File: src/rtl/ddr_chk_pkg.sv
// Shared types and helpers for the multi-channel DDR sequence checker.
package ddr_chk_pkg;

  // Per-lane lock state: HUNT waits for a word to seed the expectation, LOCK checks it.
  typedef enum logic {
    ST_HUNT = 1'b0,
    ST_LOCK = 1'b1
  } lane_state_e;

  // Default number of consecutive mismatches that drop a lane out of LOCK.
  localparam int LOSS_THR_DEF = 4;

  // Widest counter the saturation helper handles.
  localparam int SAT_WD = 64;

  // Width of a run counter that must be able to hold loss_thr itself.
  function automatic int run_wd(input int loss_thr);
    return $clog2(loss_thr + 1);
  endfunction

  // Increment val, holding at the all-ones value of a wd-bit counter.
  function automatic logic [SAT_WD-1:0] sat_inc(input logic [SAT_WD-1:0] val,
                                                input int unsigned       wd);
    logic [SAT_WD-1:0] max_val;
    if (wd >= SAT_WD) max_val = '1;
    else              max_val = (SAT_WD'(1) << wd) - SAT_WD'(1);
    return (val >= max_val) ? val : val + SAT_WD'(1);
  endfunction

endpackage

File: src/rtl/ddr_seq_chk_lane.sv
// One checker channel: lock FSM, expected-sequence register, mismatch run
// counter and saturating good/bad word counters.
import ddr_chk_pkg::*;

module ddr_seq_chk_lane #(
  parameter int DATA_WD  = 64,
  parameter int SEQ_LSB  = 0,
  parameter int SEQ_WD   = 16,
  parameter int CNT_WD   = 32,
  parameter int LOSS_THR = LOSS_THR_DEF
) (
  input  logic              clk,
  input  logic              rst_n,
  input  logic              clr,
  input  logic              resync,
  input  logic              vld,
  input  logic [DATA_WD-1:0] data,
  output logic [CNT_WD-1:0] suc_cnt,
  output logic [CNT_WD-1:0] err_cnt,
  output logic              lock,
  output logic              mis,
  output logic [SEQ_WD-1:0] exp_seq,
  output logic [SEQ_WD-1:0] rcv_seq
);

  localparam int RUN_WD = run_wd(LOSS_THR);

  lane_state_e       state;
  logic [SEQ_WD-1:0] exp_q;
  logic [RUN_WD-1:0] run;
  logic [RUN_WD-1:0] run_nxt;
  logic              data_unused;

  // Only the sequence field is checked; the payload around it is ignored.
  assign rcv_seq     = data[SEQ_LSB +: SEQ_WD];
  assign data_unused = ^data;
  assign exp_seq     = exp_q;
  assign run_nxt     = RUN_WD'(sat_inc(SAT_WD'(run), RUN_WD));

  // Mismatch seen this cycle; feeds the shared first-error capture.
  assign mis = vld && !clr && (state == ST_LOCK) && (rcv_seq != exp_q);

  // Lock FSM with its expected value, run counter and word counters.
  always_ff @(posedge clk) begin
    // NOTE: synchronous reset; cfg_rst shares the branch so a vld in the same cycle is dropped.
    if (!rst_n || clr) begin
      state   <= ST_HUNT;
      lock    <= 1'b0;
      exp_q   <= '0;
      run     <= '0;
      suc_cnt <= '0;
      err_cnt <= '0;
    end else if (vld) begin
      // NOTE: non-blocking so every register updates from the same pre-edge values.
      case (state)
        ST_HUNT: begin
          exp_q <= rcv_seq + SEQ_WD'(1);
          run   <= '0;
          state <= ST_LOCK;
          lock  <= 1'b1;
        end
        ST_LOCK: begin
          if (rcv_seq == exp_q) begin
            suc_cnt <= CNT_WD'(sat_inc(SAT_WD'(suc_cnt), CNT_WD));
            exp_q   <= exp_q + SEQ_WD'(1);
            run     <= '0;
          end else begin
            err_cnt <= CNT_WD'(sat_inc(SAT_WD'(err_cnt), CNT_WD));
            exp_q   <= resync ? rcv_seq + SEQ_WD'(1) : exp_q + SEQ_WD'(1);
            if (run_nxt == RUN_WD'(LOSS_THR)) begin
              state <= ST_HUNT;
              lock  <= 1'b0;
              run   <= '0;
            end else begin
              run <= run_nxt;
            end
          end
        end
        default: begin
          state <= ST_HUNT;
          lock  <= 1'b0;
        end
      endcase
    end
  end

endmodule

File: src/rtl/ddr_seq_chk_mc.sv
// Multi-channel sequence checker: per-channel lanes plus a shared sticky
// capture of the first mismatch, lowest channel index winning ties.
import ddr_chk_pkg::*;

module ddr_seq_chk_mc #(
  parameter int CH_NUM   = 4,
  parameter int DATA_WD  = 64,
  parameter int SEQ_LSB  = 0,
  parameter int SEQ_WD   = 16,
  parameter int CNT_WD   = 32,
  parameter int LOSS_THR = LOSS_THR_DEF
) (
  input  logic                     clk,
  input  logic                     rst_n,
  input  logic                     cfg_rst,
  input  logic                     cfg_resync,
  input  logic [CH_NUM-1:0]        enc_vld,
  input  logic [CH_NUM*DATA_WD-1:0] enc_data,
  output logic [CH_NUM*CNT_WD-1:0] suc_cnt,
  output logic [CH_NUM*CNT_WD-1:0] err_cnt,
  output logic [CH_NUM-1:0]        lock,
  output logic                     first_err_vld,
  output logic [3:0]               first_err_ch,
  output logic [SEQ_WD-1:0]        first_err_exp,
  output logic [SEQ_WD-1:0]        first_err_rcv
);

  logic [CH_NUM-1:0] lane_mis;
  logic [SEQ_WD-1:0] lane_exp [CH_NUM];
  logic [SEQ_WD-1:0] lane_rcv [CH_NUM];

  logic              any_mis;
  logic [3:0]        sel_ch;
  logic [SEQ_WD-1:0] sel_exp;
  logic [SEQ_WD-1:0] sel_rcv;

  genvar gi;
  generate
    for (gi = 0; gi < CH_NUM; gi++) begin : g_lane
      ddr_seq_chk_lane #(
        .DATA_WD  (DATA_WD),
        .SEQ_LSB  (SEQ_LSB),
        .SEQ_WD   (SEQ_WD),
        .CNT_WD   (CNT_WD),
        .LOSS_THR (LOSS_THR)
      ) u_lane (
        .clk     (clk),
        .rst_n   (rst_n),
        .clr     (cfg_rst),
        .resync  (cfg_resync),
        .vld     (enc_vld[gi]),
        .data    (enc_data[gi*DATA_WD +: DATA_WD]),
        .suc_cnt (suc_cnt[gi*CNT_WD +: CNT_WD]),
        .err_cnt (err_cnt[gi*CNT_WD +: CNT_WD]),
        .lock    (lock[gi]),
        .mis     (lane_mis[gi]),
        .exp_seq (lane_exp[gi]),
        .rcv_seq (lane_rcv[gi])
      );
    end
  endgenerate

  // Priority-encode this cycle's mismatches; scanning downward leaves the lowest index.
  always_comb begin
    // NOTE: defaults first so no path leaves a signal unassigned (no latch).
    any_mis = 1'b0;
    sel_ch  = '0;
    sel_exp = '0;
    sel_rcv = '0;
    for (int i = CH_NUM - 1; i >= 0; i--) begin
      if (lane_mis[i]) begin
        any_mis = 1'b1;
        sel_ch  = 4'(i);
        sel_exp = lane_exp[i];
        sel_rcv = lane_rcv[i];
      end
    end
  end

  // Sticky first-error capture, held until reset or cfg_rst.
  always_ff @(posedge clk) begin
    if (!rst_n || cfg_rst) begin
      first_err_vld <= 1'b0;
      first_err_ch  <= '0;
      first_err_exp <= '0;
      first_err_rcv <= '0;
    end else if (!first_err_vld && any_mis) begin
      first_err_vld <= 1'b1;
      first_err_ch  <= sel_ch;
      first_err_exp <= sel_exp;
      first_err_rcv <= sel_rcv;
    end
  end

endmodule

File: config.mk
export PLATFORM = sky130hd
export DESIGN_NAME = ddr_seq_chk_mc
export DESIGN_NICKNAME = d
export VERILOG_FILES = /design/src/rtl/ddr_chk_pkg.sv /design/src/rtl/ddr_seq_chk_lane.sv /design/src/rtl/ddr_seq_chk_mc.sv
export SDC_FILE = /design/constraint.sdc
export NUM_CORES = 1
export LEC_CHECK = 0
export ABC_AREA = 1
export BUFFER_PORTS_ARGS = -buffer_cell sky130_fd_sc_hd__buf_2
export CORE_UTILIZATION = 35
export CTS_CLUSTER_SIZE = 30
export DETAILED_ROUTE_END_ITERATION = 10
export PLACE_DENSITY = 0.53
export SYNTH_ARGS = -nofsm -noshare
export SYNTH_HDL_FRONTEND = slang
export SYNTH_SLANG_ARGS = --single-unit
File: constraint.sdc
create_clock -name clk -period 2.9 [get_ports clk]
set_clock_uncertainty 0.05 [all_clocks]
set_input_delay 0.145 -clock clk [delete_from_list [all_inputs] [get_ports clk]]
set_output_delay 0.145 -clock clk [all_outputs]
set_load 0.1 [all_outputs]
==> results of run 1 <==
[what timing repair did]
| action | CTS | global route |
|---|---|---|
| setup endpoints to repair | 0 | 1 |
| hold endpoints to repair | 41 | 0 |
| hold buffers | 38 | 0 |
| gates resized for setup | 0 | 1 |
| setup buffers | 0 | 0 |
[where the power goes]
part | internal [W] | switching [W] | total [W] | leakage (nW)
logic | 0.000302 | 0.000659 | 0.000961 | 8.17
clock network | 0.00368 | 0.00245 | 0.00613 | 0.783
registers | 0.00520 | 0.0000692 | 0.00527 | 3.03
total | 0.00918 | 0.00318 | 0.0124 | 12.0
[stage by stage]
step | hold slack (ns) | setup slack, ns | instance area [sq um] | util | total power, W
finish | 0.0386 | 0.240 | 29100 | 0.423 | 0.0124
CTS | 0.00519 | 0.182 | 29100 | 0.423 | 0.0125
floorplan | 0.299 | 0.0236 | 24400 | - | 0.00597
detailed placement | 0.404 | 0.205 | 27200 | 0.395 | 0.00629
global placement | 0.401 | 0.150 | 27200 | 0.395 | 0.00629
global route | 0.0508 | 0.00462 | 29100 | 0.423 | 0.0128
[layout make-up]
class	count	area, sq um	share of cell area
Timing Repair Buffer	462	2740	0.0938
Clock buffer	75	1450	0.0498
Inverter	438	1650	0.0565
Sequential cell	375	7510	0.258
Multi-Input combinational cell	2940	14500	0.497
Antenna cell	4	10.0	0.000343
Tap cell	931	1160	0.0400
Clock inverter	9	135	0.00464
[logic make-up after synthesis]
family,synth area share
other,0.000154
DFF,0.308
AOI/OAI and AO/OA,0.133
xor gates and xnor gates,0.0797
and+or+nand+nor,0.367
adders and majority gates,0.0123
buffers and inverters,0.0993
muxes,0.000821
[cell usage in the layout, fill, tap and decap left out, types with 4 or more instances in the layout]
cell type,Yosys,final
clkbuf_1,65,12
clkbuf_16,0,48
xor2_1,184,184
o22ai_1,6,6
nand2_1,1083,1082
nor3_2,4,4
and3_1,17,17
o21a_1,11,11
ha_1,24,24
nand4_1,112,112
nor3_1,145,145
nor2_1,402,401
buf_2,47,366
nor3b_1,15,15
o21ai_0,171,171
nor2_2,8,9
nand3b_1,6,6
clkbuf_8,0,15
a21oi_1,343,342
xnor2_1,38,38
nand2_2,12,12
o211ai_1,24,24
buf_4,23,51
dlygate4sd3_1,0,38
dfxtp_1,375,375
nand3_1,207,207
nor4_1,52,52
clkinv_2,1,5
a31oi_1,25,25
diode_2,0,4
inv_1,427,426
inv_2,7,7
or2_2,7,7
buf_12,0,7
nor2_4,4,4
[layer usage]
layer,up-vias,routed length [um],track usage
met5,-,204,0.0125
met1,12117,42800,0.346
met3,135,7240,0.0678
li1,13459,-,-
met2,746,38600,0.377
met4,16,2340,0.0707
[sequential cells by signal, summed over array words and instances (netlist names)]
signal,count
g_lane.u_lane.state,4
g_lane.u_lane.run,12
g_lane.u_lane.exp_seq,64
g_lane.u_lane.suc_cnt,128
g_lane.u_lane.lock,4
first_err_vld,1
first_err_rcv,16
first_err_ch,2
first_err_exp,16
g_lane.u_lane.err_cnt,128
[tightest hold or removal path: cells and delay by family]
kind / cells / cell delay [ns]
and+or+nand+nor: 4 / 0.24
buffers and inverters: 2 / 0.19
AOI/OAI and AO/OA: 1 / 0.05
[worst max-delay path by stage]
stage                                              start  depth (start not counted)  slack [ns]                                   endpoint
6_report       g_lane[2].u_lane.exp_seq[15]$_SDFFE_PP0P_                         13        0.24   g_lane[2].u_lane.exp_seq[1]$_SDFFE_PP0P_
5_1_grt        g_lane[1].u_lane.exp_seq[10]$_SDFFE_PP0P_                         13       0.005              first_err_rcv[8]$_SDFFE_PP0P_
4_1_cts         g_lane[3].u_lane.suc_cnt[1]$_SDFFE_PP0P_                         10        0.18  g_lane[3].u_lane.suc_cnt[13]$_SDFFE_PP0P_
3_5_place_dp    g_lane[3].u_lane.suc_cnt[1]$_SDFFE_PP0P_                         10        0.21  g_lane[3].u_lane.suc_cnt[13]$_SDFFE_PP0P_
3_3_place_gp    g_lane[3].u_lane.suc_cnt[1]$_SDFFE_PP0P_                         10        0.15  g_lane[3].u_lane.suc_cnt[13]$_SDFFE_PP0P_
2_1_floorplan   g_lane[3].u_lane.suc_cnt[0]$_SDFFE_PP0P_                         10        0.02  g_lane[3].u_lane.suc_cnt[13]$_SDFFE_PP0P_
==> results.yml, run 1 <==
sta:
  slew_violations: 0
  relSlewSlack: 0.517
  setup_viol: 0
  min_period_ns: 2.66
  fmax_mhz: 376
  rsz0062_at_grt: "no"
  hold_viol: 0
  tightestPinTransition_ns: 0.717
  finalSetupTns_ns: 0
  finalCritPeriodShare: 0.917
yosys:
  synth_area_sq_um: 24400
  ys_types: 54
  yosys-top-cells-count: "nand2_1, inv_1, nor2_1"
  synthCells: 3903
  ys_seq_area_frac: 0.308
  yosysTopAreaCell: "dfxtp_1"
  synthFlopType: "dfxtp_1"
  postSynthAreaPerCell_sq_um: 6.25
  synth_edf_count: 0
  synth_most_common_cell: "nand2_1"
  yosysWarnings: 0
  synth_top_area_frac: 0.308
  synthArstFlopShare: 0
  synth_area_leaders: "dfxtp_1, nand2_1, a21oi_1"
  ys_ff_latch: 375
place:
  routabilityCongestion: 0.999
  portBuffers: 366
  hpwl_mm: 69.2
  placedCellCount: 5108
detailed_routing:
  via_count: 26473
  drcViolationCount: 0
  vias_per_cell: 5.06
  firstDrtPassIters: 5
  ant_nets: 0
  drtIter0Drc: 2022
  wire_per_inst_um: 17.4
  routed_wl_mm: 91.2
final_layout:
  nFillCells: 7549
  drive_gt1_frac: 0.128
  fin_cells: 5234
  num-nets-final: 4552
  area_growth_pct: 19.5
worst_setup_path:
  cp_max_fo: 13
  crit_family: "simple AND/OR/NAND/NOR gates"
  critPathSlowestCell: "clkinv_1"
  reg2reg_depth: 13
  r2r_start: "g_lane[2].u_lane.exp_seq[15]$_SDFFE_PP0P_"
  cp_common_cell: "nand2_1"
  ff2ff_setup_slack_ns: 0.24
  cp_num_buf_inv: 1
  required_ns: 3.30
  worstSetupStartpointType: "flop"
  worstPathCellList: "nand2_1, nand2_1, nor2_1, nand2_1, nor2_1, nand2_2, nand2_1, nand2_1, clkinv_1, nor2_1, nor2_1, o21ai_0, a21oi_1"
  critPathMaxStageDelay_ns: 0.53
  endpoint_kind: "flop"
  worstSetupPathType: "reg2reg"
  crit_arrival_ns: 3.06
  r2r_end: "g_lane[2].u_lane.exp_seq[1]$_SDFFE_PP0P_"
clocking:
  clk_pin_slew_ns: 0.06
  cts_root_buf: "clkbuf_16"
  cts_sinks: 375
  htree_levels: 2
  cts_made_buffers: 47
  cts_tree: "built"
  clock_latency_ns: 0.60
  clockBufferDepth: 3
global_routing:
  grt_pass1_wl_mm: 141
  grt_pass1_vias: 24567
  grt_max_degree: 139
  grt.overflow.total: 0
  grt_usage: 0.250
  antenna_found_initial: 10
power:
  power_density_nw_per_um2: 424
  leakage_nw: 12.0
  ir_drop_uv: 428
floorplanning:
  num_rows: 96
  ios: 561
  die-area_sq_um: 70800
  die_h_um: 266
  core_sq_um: 68800
  die_x_um: 266
  start_util: 0.354
min_path:
  holdCritStartpoint: "enc_data[69]"
  hold_depth: 7
  hold_path_end: "first_err_rcv[5]$_SDFFE_PP0P_"
  hold_path_class: "in2reg"
status:
  status: "finished clean"
run:
  cap_violations: 0
Power figures use the tool's default switching activity.
==> run 2, diff against run 1 <==
- ABC_AREA: 1 -> not set
- PLACE_DENSITY: 0.53 -> 0.54
==> run 2 against run 1 <==
Compared with the run above: clock-buffer cell count shrank 3; sequential share of layout area grew 3.4 points; non-clock buffer count grew 55; core utilization grew 2.2 points; clock power shrank 1%; final cell count shrank 27%.
==> results.yml, run 2 <==
power:
  leakage_nw: 9.97
  ir_drop_uv: 414
  power_density_nw_per_um2: 475
yosys:
  ys_ff_latch: 375
  synth_edf_count: 0
  synth_top_area_frac: 0.362
  yosys-top-cells-count: "dfxtp_1, nor2_1, nand2_1"
  postSynthAreaPerCell_sq_um: 7.97
  synth_area_leaders: "dfxtp_1, xor2_1, nor2_1"
  yosysWarnings: 0
  synthArstFlopShare: 0
  synth_most_common_cell: "dfxtp_1"
  ys_seq_area_frac: 0.362
  synthCells: 2600
  synthFlopType: "dfxtp_1"
  synth_area_sq_um: 20700
  ys_types: 68
  yosysTopAreaCell: "dfxtp_1"
global_routing:
  grt_usage: 0.232
  grt_pass1_vias: 19498
  antenna_found_initial: 1
  grt.overflow.total: 0
  grt_max_degree: 114
  grt_pass1_wl_mm: 112
final_layout:
  drive_gt1_frac: 0.204
  final_common_cell: "buf_2"
  multi_input_area_sq_um: 12400
  fin_cells: 3813
  final_cell_mix: "buf_2, nor2_1, dfxtp_1, nand2_1, xor2_1"
  fin_area_sq_um: 25900
  area_growth_pct: 25.0
  nFillCells: 5828
  antennaDiodeCount: 0
  num-nets-final: 3299
  regArea_sq_um: 7550
clocking:
  clk_pin_slew_ns: 0.06
  clock_latency_ns: 0.58
  cts_sinks: 375
  htree_levels: 2
  clockBufferDepth: 3
  cts_root_buf: "clkbuf_16"
  cts_tree: "built"
  cts_made_buffers: 46
worst_setup_path:
  required_ns: 3.36
  cp_max_fo: 33
  cp_num_buf_inv: 2
  endpoint_kind: "flop"
  ff2ff_setup_slack_ns: 0.18
  critPathSlowestCell: "dfxtp_1"
  worstSetupStartpointType: "flop"
  critPathMaxStageDelay_ns: 0.45
  worstPathCellList: "xor2_1, nor4_4, and4_1, buf_12, nor3_4, buf_4, a221o_1, o211ai_1, a31oi_1"
  worstSetupPathType: "reg2reg"
  crit_family: "compound AO/OA/AOI/OAI gates"
  crit_arrival_ns: 3.18
sta:
  fin_ws_ns: 0.175
  min_period_ns: 2.72
  setup_viol: 0
  fmax_mhz: 367
  relSlewSlack: 0.475
  rsz0062_at_grt: "no"
  finalCritPeriodShare: 0.940
  slew_violations: 0
  hold_viol: 0
  finalSetupTns_ns: 0
  tightestPinTransition_ns: 0.782
place:
  pre_cts_ws_ns: 0.0935
  placedCellCount: 3678
  place_area_sq_um: 23800
  portBuffers: 366
  hpwl_mm: 53.3
  routabilityCongestion: 0.911
run:
  cap_violations: 0
detailed_routing:
  drcViolationCount: 0
  via_count: 20855
  firstDrtPassIters: 5
  drtIter0Drc: 1547
  ant_nets: 0
  routed_wl_mm: 72.4
  wire_per_inst_um: 19.0
  vias_per_cell: 5.47
floorplanning:
  die_x_um: 245
  die_h_um: 245
  ios: 561
  die-area_sq_um: 60200
  start_util: 0.357
  core_sq_um: 58100
  num_rows: 88
min_path:
  hold_path_class: "in2reg"
status:
  status: "finished clean"
-- run 2: changes by cell type in the layout (fill, tap and decap cells not counted), sizes merged, moves of 36 or more --
cell,previous run,this run
nand2,1096,223
a21oi,345,108
nand3,210,157
inv,435,62
and4,0,36
nor2,414,351
xnor2,38,139
buf,424,470
and3,17,72
nor3,149,80
-- run 2: repair_timing --
| item | 4_1_cts | 5_1_grt |
|---|---|---|
| hold buffers | 47 | 0 |
| setup endpoints to repair | 0 | 70 |
| gates resized for setup | 0 | 7 |
| setup buffers | 0 | 3 |
| endpoints found under the hold margin | 45 | 0 |
-- run 2: kinds of logic after synthesis --
| family | Yosys count | share of synthesized area |
|---|---|---|
| xor+xnor | 341 | 0.144 |
| buf+inv | 216 | 0.0463 |
| other cells | 1 | 0.000181 |
| compound gates | 446 | 0.138 |
| fa+ha+maj | 24 | 0.0145 |
| simple gates | 1183 | 0.288 |
| flops | 375 | 0.362 |
| mux | 14 | 0.00676 |
-- run 2: report_power, final --
part           leakage, nW  switching (W)  total, W  internal, W
sequential            3.05      0.0000515   0.00526      0.00521
combinational         6.14       0.000686   0.00102     0.000330
clock                0.780        0.00241   0.00605      0.00364
-- run 2: tightest hold or removal path, stage by stage --
cell and delay (ns):
buf_2 0.13, xor2_1 0.07, nor2_1 0.08, o21ai_0 0.08, a21oi_1 0.13
-- run 2: path summary, 6_finish.rpt --
| kind | cells past startpoint | end | start |
|---|---|---|---|
| min | 5 | g_lane[2].u_lane.exp_seq[12]$_SDFFE_PP0P_ | enc_data[140] |
| min reg2reg | 2 | first_err_ch[0]$_SDFFE_PP0P_ | first_err_ch[0]$_SDFFE_PP0P_ |
| max reg2reg | 9 | first_err_exp[13]$_SDFFE_PP0P_ | g_lane[2].u_lane.exp_seq[10]$_SDFFE_PP0P_ |
| max | 9 | first_err_exp[13]$_SDFFE_PP0P_ | g_lane[2].u_lane.exp_seq[10]$_SDFFE_PP0P_ |
-- run 2: layout make-up --
| cell class | instances | share of cell area |
|---|---|---|
| Clock buffer | 72 | 0.0548 |
| Inverter | 61 | 0.00883 |
| Sequential cell | 375 | 0.291 |
| Clock inverter | 13 | 0.00661 |
| Tap cell | 765 | 0.0369 |
| Timing Repair Buffer | 517 | 0.125 |
| Multi-Input combinational cell | 2010 | 0.477 |
-- run 2: layer usage --
metal | GRT usage | part of all wire
met4 | 0.0701 | 0.027
met3 | 0.0581 | 0.080
met2 | 0.354 | 0.43
met5 | 0 | 0
met1 | 0.320 | 0.46
-- run 2: through the flow --
stage	total power, W	utilization	hold slack, ns
3_3_place_gp	0.00631	0.409	0.378
4_1_cts	0.0125	0.445	0.00912
2_1_floorplan	0.00597	-	0.244
3_5_place_dp	0.00632	0.409	0.386
6_report	0.0123	0.446	0.0490
5_1_grt	0.0128	0.446	0.0679
